[src/rtl/spi_burst_slave_pkg.sv]
// Shared definitions for the SPI burst slave: opcodes, frame states,
// transaction kinds, status-byte bit positions and small helpers.
package spi_burst_slave_pkg;

  localparam logic [7:0] OP_WRITE  = 8'h01;
  localparam logic [7:0] OP_READ   = 8'h02;
  localparam logic [7:0] OP_START  = 8'h03;
  localparam logic [7:0] OP_STOP   = 8'h04;
  localparam logic [7:0] OP_STATUS = 8'h05;

  // Status byte layout: {5'b0, start_flag, frame_err, bad_cmd}
  localparam int ST_BAD_CMD   = 0;
  localparam int ST_FRAME_ERR = 1;
  localparam int ST_START     = 2;

  typedef enum logic [2:0] {
    S_CMD, S_LEN, S_ADDR, S_WDATA, S_DUMMY, S_RDATA, S_STAT, S_DONE
  } state_e;

  // Remembered opcode for frames that carry LEN/ADDR.
  typedef enum logic [1:0] {
    K_WRITE, K_READ, K_STATUS
  } kind_e;

  function automatic int max2(input int a, input int b);
    return (a > b) ? a : b;
  endfunction

  function automatic logic [7:0] status_byte(input logic start, input logic ferr,
                                             input logic bad);
    logic [7:0] s;
    s               = '0;
    s[ST_START]     = start;
    s[ST_FRAME_ERR] = ferr;
    s[ST_BAD_CMD]   = bad;
    return s;
  endfunction

endpackage

[src/rtl/spi_shift_ctr.sv]
// MSB-first serial shifter plus bit counter for one frame field.
// Ports:
//   sclk, frame_rst_n  clock / async frame reset (clears shifter and counter)
//   en                 shift this rising edge
//   mosi               serial input bit
//   flen               current field length in bits
//   sr_nxt             shifter contents including the bit being sampled now,
//                      so the owner can capture a field on its completing edge
//   cnt                bits already taken in the current field
//   done               this edge completes the field; counter wraps to 0
module spi_shift_ctr #(
  parameter int W     = 32,
  parameter int CNT_W = 6
) (
  input  logic             sclk,
  input  logic             frame_rst_n,
  input  logic             en,
  input  logic             mosi,
  input  logic [CNT_W-1:0] flen,
  output logic [W-1:0]     sr_nxt,
  output logic [CNT_W-1:0] cnt,
  output logic             done
);

  logic [W-2:0] sr_q;

  assign sr_nxt = {sr_q, mosi};
  assign done   = en && (cnt == flen - 1'b1);

  always_ff @(posedge sclk or negedge frame_rst_n) begin
    if (!frame_rst_n) begin
      sr_q <= '0;
      cnt  <= '0;
    end else if (en) begin
      sr_q <= sr_nxt[W-2:0];
      cnt  <= done ? '0 : cnt + 1'b1;
    end
  end

endmodule

[src/rtl/spi_burst_slave.sv]
// SPI (mode 0) slave frame engine: decodes CMD/LEN/ADDR frames, runs burst
// writes/reads towards the CPU bridge via toggle handshakes, run control and
// status readback. Single clock domain (sclk).
// Ports:
//   sclk, rstn            SPI clock, async active-low reset
//   cs_n, mosi, miso      SPI pins; miso changes on falling sclk
//   miso_oe               output enable while selected
//   wr_tgl/adr/data/be    write word handoff (toggle flips per word)
//   rd_tgl/adr, rd_data   read word request and returned data
//   start_flag            processor run enable
module spi_burst_slave
  import spi_burst_slave_pkg::*;
#(
  parameter int ADDR_W    = 32,
  parameter int DATA_W    = 32,
  parameter int LEN_W     = 4,
  parameter int DUMMY_CYC = 8
) (
  input  logic                sclk,
  input  logic                rstn,
  input  logic                cs_n,
  input  logic                mosi,
  output logic                miso,
  output logic                miso_oe,
  output logic                wr_tgl,
  output logic [ADDR_W-1:0]   wr_adr,
  output logic [DATA_W-1:0]   wr_data,
  output logic [DATA_W/8-1:0] wr_be,
  output logic                rd_tgl,
  output logic [ADDR_W-1:0]   rd_adr,
  input  logic [DATA_W-1:0]   rd_data,
  output logic                start_flag
);

  localparam int SR_W  = max2(max2(ADDR_W, DATA_W), max2(DUMMY_CYC, 8));
  localparam int CNT_W = $clog2(SR_W + 1);
  localparam logic [ADDR_W-1:0] ADDR_INC = ADDR_W'(DATA_W / 8);

  logic frame_rst_n;
  assign frame_rst_n = rstn & ~cs_n;
  assign miso_oe     = rstn & ~cs_n;

  state_e            state_q, state_d;
  kind_e             kind_q, kind_d;
  logic [LEN_W-1:0]  len_q, wcnt_q;
  logic [ADDR_W-1:0] addr_q;
  logic [DATA_W-1:0] tx_q;
  logic [CNT_W-1:0]  flen, cnt;
  logic [SR_W-1:0]   sr_nxt;
  logic              fdone, last_word;
  logic              wr_fire, rd_fire, rd_cap, word_done;
  logic              do_start, do_stop, bad_set, stat_end;
  logic              open_q, ferr_set_q, bad_set_q, stat_end_q;
  logic              frame_err, bad_cmd;
  logic [7:0]        stat_byte;
  logic [2:0]        stat_idx;

  assign last_word = (wcnt_q == len_q);

  always_comb begin
    case (state_q)
      S_LEN:            flen = CNT_W'(LEN_W);
      S_ADDR:           flen = CNT_W'(ADDR_W);
      S_WDATA, S_RDATA: flen = CNT_W'(DATA_W);
      S_DUMMY:          flen = CNT_W'(DUMMY_CYC);
      default:          flen = CNT_W'(8);
    endcase
  end

  spi_shift_ctr #(.W(SR_W), .CNT_W(CNT_W)) u_shift (
    .sclk        (sclk),
    .frame_rst_n (frame_rst_n),
    .en          (state_q != S_DONE),
    .mosi        (mosi),
    .flen        (flen),
    .sr_nxt      (sr_nxt),
    .cnt         (cnt),
    .done        (fdone)
  );

  always_comb begin
    state_d   = state_q;
    kind_d    = kind_q;
    wr_fire   = 1'b0;
    rd_fire   = 1'b0;
    rd_cap    = 1'b0;
    word_done = 1'b0;
    do_start  = 1'b0;
    do_stop   = 1'b0;
    bad_set   = 1'b0;
    stat_end  = 1'b0;
    case (state_q)
      S_CMD: if (fdone) begin
        case (sr_nxt[7:0])
          OP_WRITE:  begin kind_d = K_WRITE;  state_d = S_LEN; end
          OP_READ:   begin kind_d = K_READ;   state_d = S_LEN; end
          OP_STATUS: begin kind_d = K_STATUS; state_d = S_LEN; end
          OP_START:  begin do_start = 1'b1;   state_d = S_DONE; end
          OP_STOP:   begin do_stop = 1'b1;    state_d = S_DONE; end
          default:   begin bad_set = 1'b1;    state_d = S_DONE; end
        endcase
      end
      S_LEN: if (fdone) state_d = S_ADDR;
      S_ADDR: if (fdone) begin
        case (kind_q)
          K_WRITE: state_d = S_WDATA;
          K_READ:  begin rd_fire = 1'b1; state_d = S_DUMMY; end
          default: state_d = S_STAT;
        endcase
      end
      S_WDATA: if (fdone) begin
        wr_fire   = 1'b1;
        word_done = 1'b1;
        if (last_word) state_d = S_DONE;
      end
      S_DUMMY: if (fdone) begin
        rd_cap  = 1'b1;
        state_d = S_RDATA;
      end
      S_RDATA: begin
        // Prefetch request for the following word on this word's first bit.
        if (cnt == '0 && !last_word) rd_fire = 1'b1;
        if (fdone) begin
          word_done = 1'b1;
          if (last_word) state_d = S_DONE;
          else           rd_cap  = 1'b1;
        end
      end
      S_STAT: if (fdone) begin
        stat_end = 1'b1;
        state_d  = S_DONE;
      end
      default: ;
    endcase
  end

  // Per-frame state: wiped whenever the slave is deselected.
  always_ff @(posedge sclk or negedge frame_rst_n) begin
    if (!frame_rst_n) begin
      state_q <= S_CMD;
      kind_q  <= K_WRITE;
      len_q   <= '0;
      wcnt_q  <= '0;
      addr_q  <= '0;
      tx_q    <= '0;
    end else begin
      state_q <= state_d;
      kind_q  <= kind_d;
      if (state_q == S_LEN && fdone) len_q <= sr_nxt[LEN_W-1:0];
      if (state_q == S_ADDR && fdone)
        addr_q <= sr_nxt[ADDR_W-1:0] + (rd_fire ? ADDR_INC : '0);
      else if (wr_fire || rd_fire)
        addr_q <= addr_q + ADDR_INC;
      if (word_done) wcnt_q <= wcnt_q + 1'b1;
      if (rd_cap)                  tx_q <= rd_data;
      else if (state_q == S_RDATA) tx_q <= tx_q << 1;
    end
  end

  // Outputs and flag bookkeeping survive deselect; only rstn clears them.
  // An aborted frame cannot be seen at the cs_n edge itself (no sclk then),
  // so open_q remembers whether the last frame stopped outside DONE and the
  // first edge of the next frame raises frame_err.
  always_ff @(posedge sclk or negedge rstn) begin
    if (!rstn) begin
      wr_tgl     <= 1'b0;
      wr_adr     <= '0;
      wr_data    <= '0;
      wr_be      <= '0;
      rd_tgl     <= 1'b0;
      rd_adr     <= '0;
      start_flag <= 1'b0;
      open_q     <= 1'b0;
      ferr_set_q <= 1'b0;
      bad_set_q  <= 1'b0;
      stat_end_q <= 1'b0;
    end else begin
      if (wr_fire) begin
        wr_tgl  <= ~wr_tgl;
        wr_adr  <= addr_q;
        wr_data <= sr_nxt[DATA_W-1:0];
        wr_be   <= '1;
      end
      if (rd_fire) begin
        rd_tgl <= ~rd_tgl;
        rd_adr <= (state_q == S_ADDR) ? sr_nxt[ADDR_W-1:0] : addr_q;
      end
      if (do_start) start_flag <= 1'b1;
      if (do_stop)  start_flag <= 1'b0;
      if (!cs_n) open_q <= (state_d != S_DONE);
      ferr_set_q <= !cs_n && open_q && state_q == S_CMD && cnt == '0;
      bad_set_q  <= bad_set;
      stat_end_q <= stat_end;
    end
  end

  assign stat_byte = status_byte(start_flag, frame_err, bad_cmd);
  assign stat_idx  = 3'd7 - cnt[2:0];

  // Falling-edge side: miso launch and sticky flags (set beats clear).
  always_ff @(negedge sclk or negedge rstn) begin
    if (!rstn) begin
      miso      <= 1'b0;
      frame_err <= 1'b0;
      bad_cmd   <= 1'b0;
    end else begin
      frame_err <= ferr_set_q | (frame_err & ~stat_end_q);
      bad_cmd   <= bad_set_q  | (bad_cmd   & ~stat_end_q);
      case (state_q)
        S_RDATA: miso <= tx_q[DATA_W-1];
        S_STAT:  miso <= stat_byte[stat_idx];
        default: miso <= 1'b0;
      endcase
    end
  end

endmodule

[config.mk]
export PLATFORM = sky130hd
export DESIGN_NAME = spi_burst_slave
export DESIGN_NICKNAME = d
export VERILOG_FILES = /design/src/rtl/spi_burst_slave_pkg.sv /design/src/rtl/spi_shift_ctr.sv /design/src/rtl/spi_burst_slave.sv
export SDC_FILE = /design/constraint.sdc
export NUM_CORES = 1
export LEC_CHECK = 0
export CORE_ASPECT_RATIO = 2
export CORE_MARGIN = 2
export CORE_UTILIZATION = 35
export CTS_BUF_LIST = sky130_fd_sc_hd__clkbuf_8 sky130_fd_sc_hd__clkbuf_16
export DETAILED_ROUTE_END_ITERATION = 6
export GPL_TIMING_DRIVEN = 0
export PLACE_DENSITY = 0.65
export SYNTH_ARGS = -nofsm -noshare
export SYNTH_HDL_FRONTEND = slang
export SYNTH_SLANG_ARGS = --single-unit
[constraint.sdc]
create_clock -name sclk -period 27.1 [get_ports sclk]
set_input_delay 6.775 -clock sclk [delete_from_list [all_inputs] [get_ports sclk]]
set_output_delay 6.775 -clock sclk [all_outputs]
set_load 0.01 [all_outputs]
==> results of run 1 <==
[worst min-delay path by stage]
stage                         start  cells past startpoint  slack (ps)         to
final                       bad_cmd                      1         430    bad_cmd
after global routing        bad_cmd                      1         430    bad_cmd
after CTS                   bad_cmd                      1         430    bad_cmd
after detailed placement    bad_cmd                      1         430    bad_cmd
after global placement      bad_cmd                      1         420    bad_cmd
after floorplan           frame_err                      1         410  frame_err
[sequential cells by signal, indices dropped and copies added (netlist names), 6 cells and up]
signal and count:
u_shift.sr_q 31, addr_q 32, rd_adr 32, u_shift.cnt 6
tx_q 32, wr_adr 32, wr_data 32
[cells in the mapped netlist (all sizes together), types with 3 or more instances]
cell	n	area share (%)
dfrtn	3	0.70
a22o	3	0.25
nor2b	7	0.41
nand3	33	1.7
o21ai	74	3.5
nor4	11	0.65
a31oi	4	0.29
mux2	93	9.8
o22ai	8	0.47
ha	6	0.70
and3	8	0.48
buf	37	2.5
o22a	6	0.49
nor3	14	0.66
a21oi	86	4.0
clkbuf	43	1.5
or3b	3	0.25
nand2b	4	0.23
a32oi	3	0.25
xor2	17	1.4
a21o	7	0.49
and4	5	0.41
or3	7	0.41
inv	15	0.53
nand4	13	0.76
dfrtp	218	51
mux2i	63	5.9
nand2	99	3.5
xnor2	19	1.6
nor2	69	2.4
[stage by stage]
step                setup WS, ps  utilization, %  std cells
floorplan                   6360               -       1011
global placement             157            41.6       1518
detailed placement          5860            41.9       1522
CTS                         5290            44.3       1559
global route                5270            44.3       1559
finish                      5300            44.3       1559
[cell families (layout without fill, tap and decap cells)]
kind of cell | Yosys count | count (layout) | synth area share, %
AND/OR/NAND/NOR | 287 | 287 | 12.9
flip-flops | 221 | 221 | 51.9
AO/OA/AOI/OAI | 210 | 210 | 11.2
multiplexers | 156 | 156 | 15.8
buffers and inverters | 95 | 275 | 4.52
XOR/XNOR | 36 | 36 | 2.96
adder cells (fa/ha/maj) | 6 | 6 | 0.705
[final cells by class]
class	count	share of cell area, %
Clock inverter	11	1.00
Sequential cell	221	41.5
Buffer	80	3.19
Multi-Input combinational cell	695	34.9
Clock buffer	26	4.46
Tap cell	368	3.46
Timing Repair Buffer	143	11.1
Inverter	15	0.423
[routing by layer]
metal | share of wire (%) | vias up | wire length (µm) | track usage (%)
li1 | - | 3894 | - | -
met1 | 32 | 4117 | 9890 | 18.9
met2 | 58 | 274 | 18000 | 39.1
met3 | 4.1 | 98 | 1280 | 2.09
met4 | 6.1 | 0 | 1910 | 11.3
met5 | 0 | - | 0 | 0
[report_power, final]
group          switching, µW  internal [µW]
sequential              8.48            337
combinational           20.3           14.7
clock                    132            184
==> flow_summary.yaml, run 1 <==
sta:
  setup_viol: 0
  fin_worst_skew_ps: 31.5
  hold_violations: 0
  slew_headroom_pct: 40.1
  finalMaxSlewViolations: 0
  whs_ps: 426
  transition_time_at_the_pin_with_the_least_slew_margin_ps: 896
  setup_tns_ps: 0
  unrepaired_setup_endpoints_after_global_routing: "no"
setup_path:
  critical_path.slowest_cell: "sky130_fd_sc_hd__clkdlybuf4s50_1"
  critical-path-max-stage-delay_ps: 550
  worst_setup_path_start_kind: "flip-flop"
  worstSetupPathDepth: 1
  worst-r2r-setup-slack_ps: 12380
  timing_worst_setup_path_type: "flip-flop to output pin"
  worstRegToRegCells: 4
  critical-path-top-delay-family: "buffers and inverters"
  endpoint: "miso"
  timing.critical_path.buf_inv: 1
  reg2reg_to: "miso"
  timing.critical_path.cells: "clkdlybuf4s50_1"
  worst-endpoint-required_ps: 20320
  path_max_fanout: 1
  worst_ep_arrival_time_ps: 15020
  setup.worst_path.end_class: "output pin"
  crit-reg2reg-launch: "state_q[1]"
  worstSetupStartpoint: "miso"
placement:
  place_hpwl_um: 23700
  buffers_on_ports: 139
  detailed_place.area_mm2: 0.0126
  final_replace_weighted_congestion: 0.927
finish:
  fill_cells: 2838
  ratio_of_cells_with_drive_above_1_in_the_final_layout_pct: 11.4
  final_net_count: 1219
  final_cell_area_mm2: 0.0133
  area.sequential_mm2: 0.00553
  layout_common_cells: "sky130_fd_sc_hd__dfrtp_1 (218), sky130_fd_sc_hd__clkdlybuf4s50_1 (138), sky130_fd_sc_hd__nand2_1 (99)"
  antenna_cells_inserted: 0
  mostFrequentLayoutCell: "sky130_fd_sc_hd__dfrtp_1"
  multi_input_comb_area_mm2: 0.00465
  area.growth.synth_to_final_pct: 25.1
synth:
  post_synth_instance_area_mm2: 0.0107
  synth_edf_count: 0
  synth.distinct_cells: 64
  postSynthCellCount: 1011
  yosys_register_bits: 221
  ys_async_sr_fraction_pct: 100
  yosysSeqAreaShare_pct: 51.9
  synth_fp_nets: 1053
  synth_top_flop_cell: "sky130_fd_sc_hd__dfrtp_1"
  syn_avg_cell_area_um2: 10.5
  synth.yosys.warnings: 0
pwr:
  power.static_leakage_uw: 0.00604
  report.power.total_uw: 697
  worst_ir_drop_vdd_uv: 39.2
  power_density_mw_per_mm2: 52.3
route:
  wirelength_um: 31100
  initial_detailed_routing_violation_count: 432
  count_of_nets_left_with_antenna_violations_after_detail_routing: 0
  route.detailed.vias_per_inst: 5.38
  remaining_drc_errors: 0
  drtPass1Iterations: 6
  num_vias: 8383
  wire_per_inst_um: 20.0
global_routing:
  global_route_wire_length_before_repair_um: 48900
  grt_antenna_before_repair: 0
  first_global_vias: 8778
  gr-usage-all-layers_pct: 19.7
  grt_start_max_net_pins: 57
  grt_overflow: 0
hold_path:
  hold_class: "flip-flop to flip-flop"
clock_network:
  cts-hold-fix-buffers: 0
  cts_made_buffers: 21
  htree_num_levels: 1
  ctsRootBufferMaster: "sky130_fd_sc_hd__clkbuf_16"
  postCtsSetupRepairBufs: 0
  clk_pin_slew_worst_paths_ps: 50
  cts.sinks: 221
  post_cts.resized_instances: 0
  cts_tree: "built"
  clock_insertion_delay_worst_skew_ps: 540
  ctsLongestPathBuffers: 3
floorplanning:
  dieWidth_um: 127
  core.rowCount: 90
  die_height_um: 251
  top_level_ports: 141
  starting_density_of_the_core_pct: 35.4
  core_region_area_mm2: 0.0301
  die_area_mm2: 0.0319
job:
  timing.max_cap.violations: 0
run_status:
  run_status: "finished clean"
No activity file was read; power rests on OpenSTA's default activity.
==> run 2, diff against run 1 <==
Clock period 27.1 ns to 21.8 ns, I/O delays scaled along.
==> results of run 2 <==
The final DEF is identical to that of run 1. Status: finished clean.
Main changes from that run: setup slack after placement 5860 ps -> 4530 ps; setup slack after layout 5300 ps -> 3980 ps; register-to-register setup slack 12380 ps -> 9730 ps; total power 697 µW -> 866 µW; worst IR drop on VDD 39.2 µV -> 48.8 µV
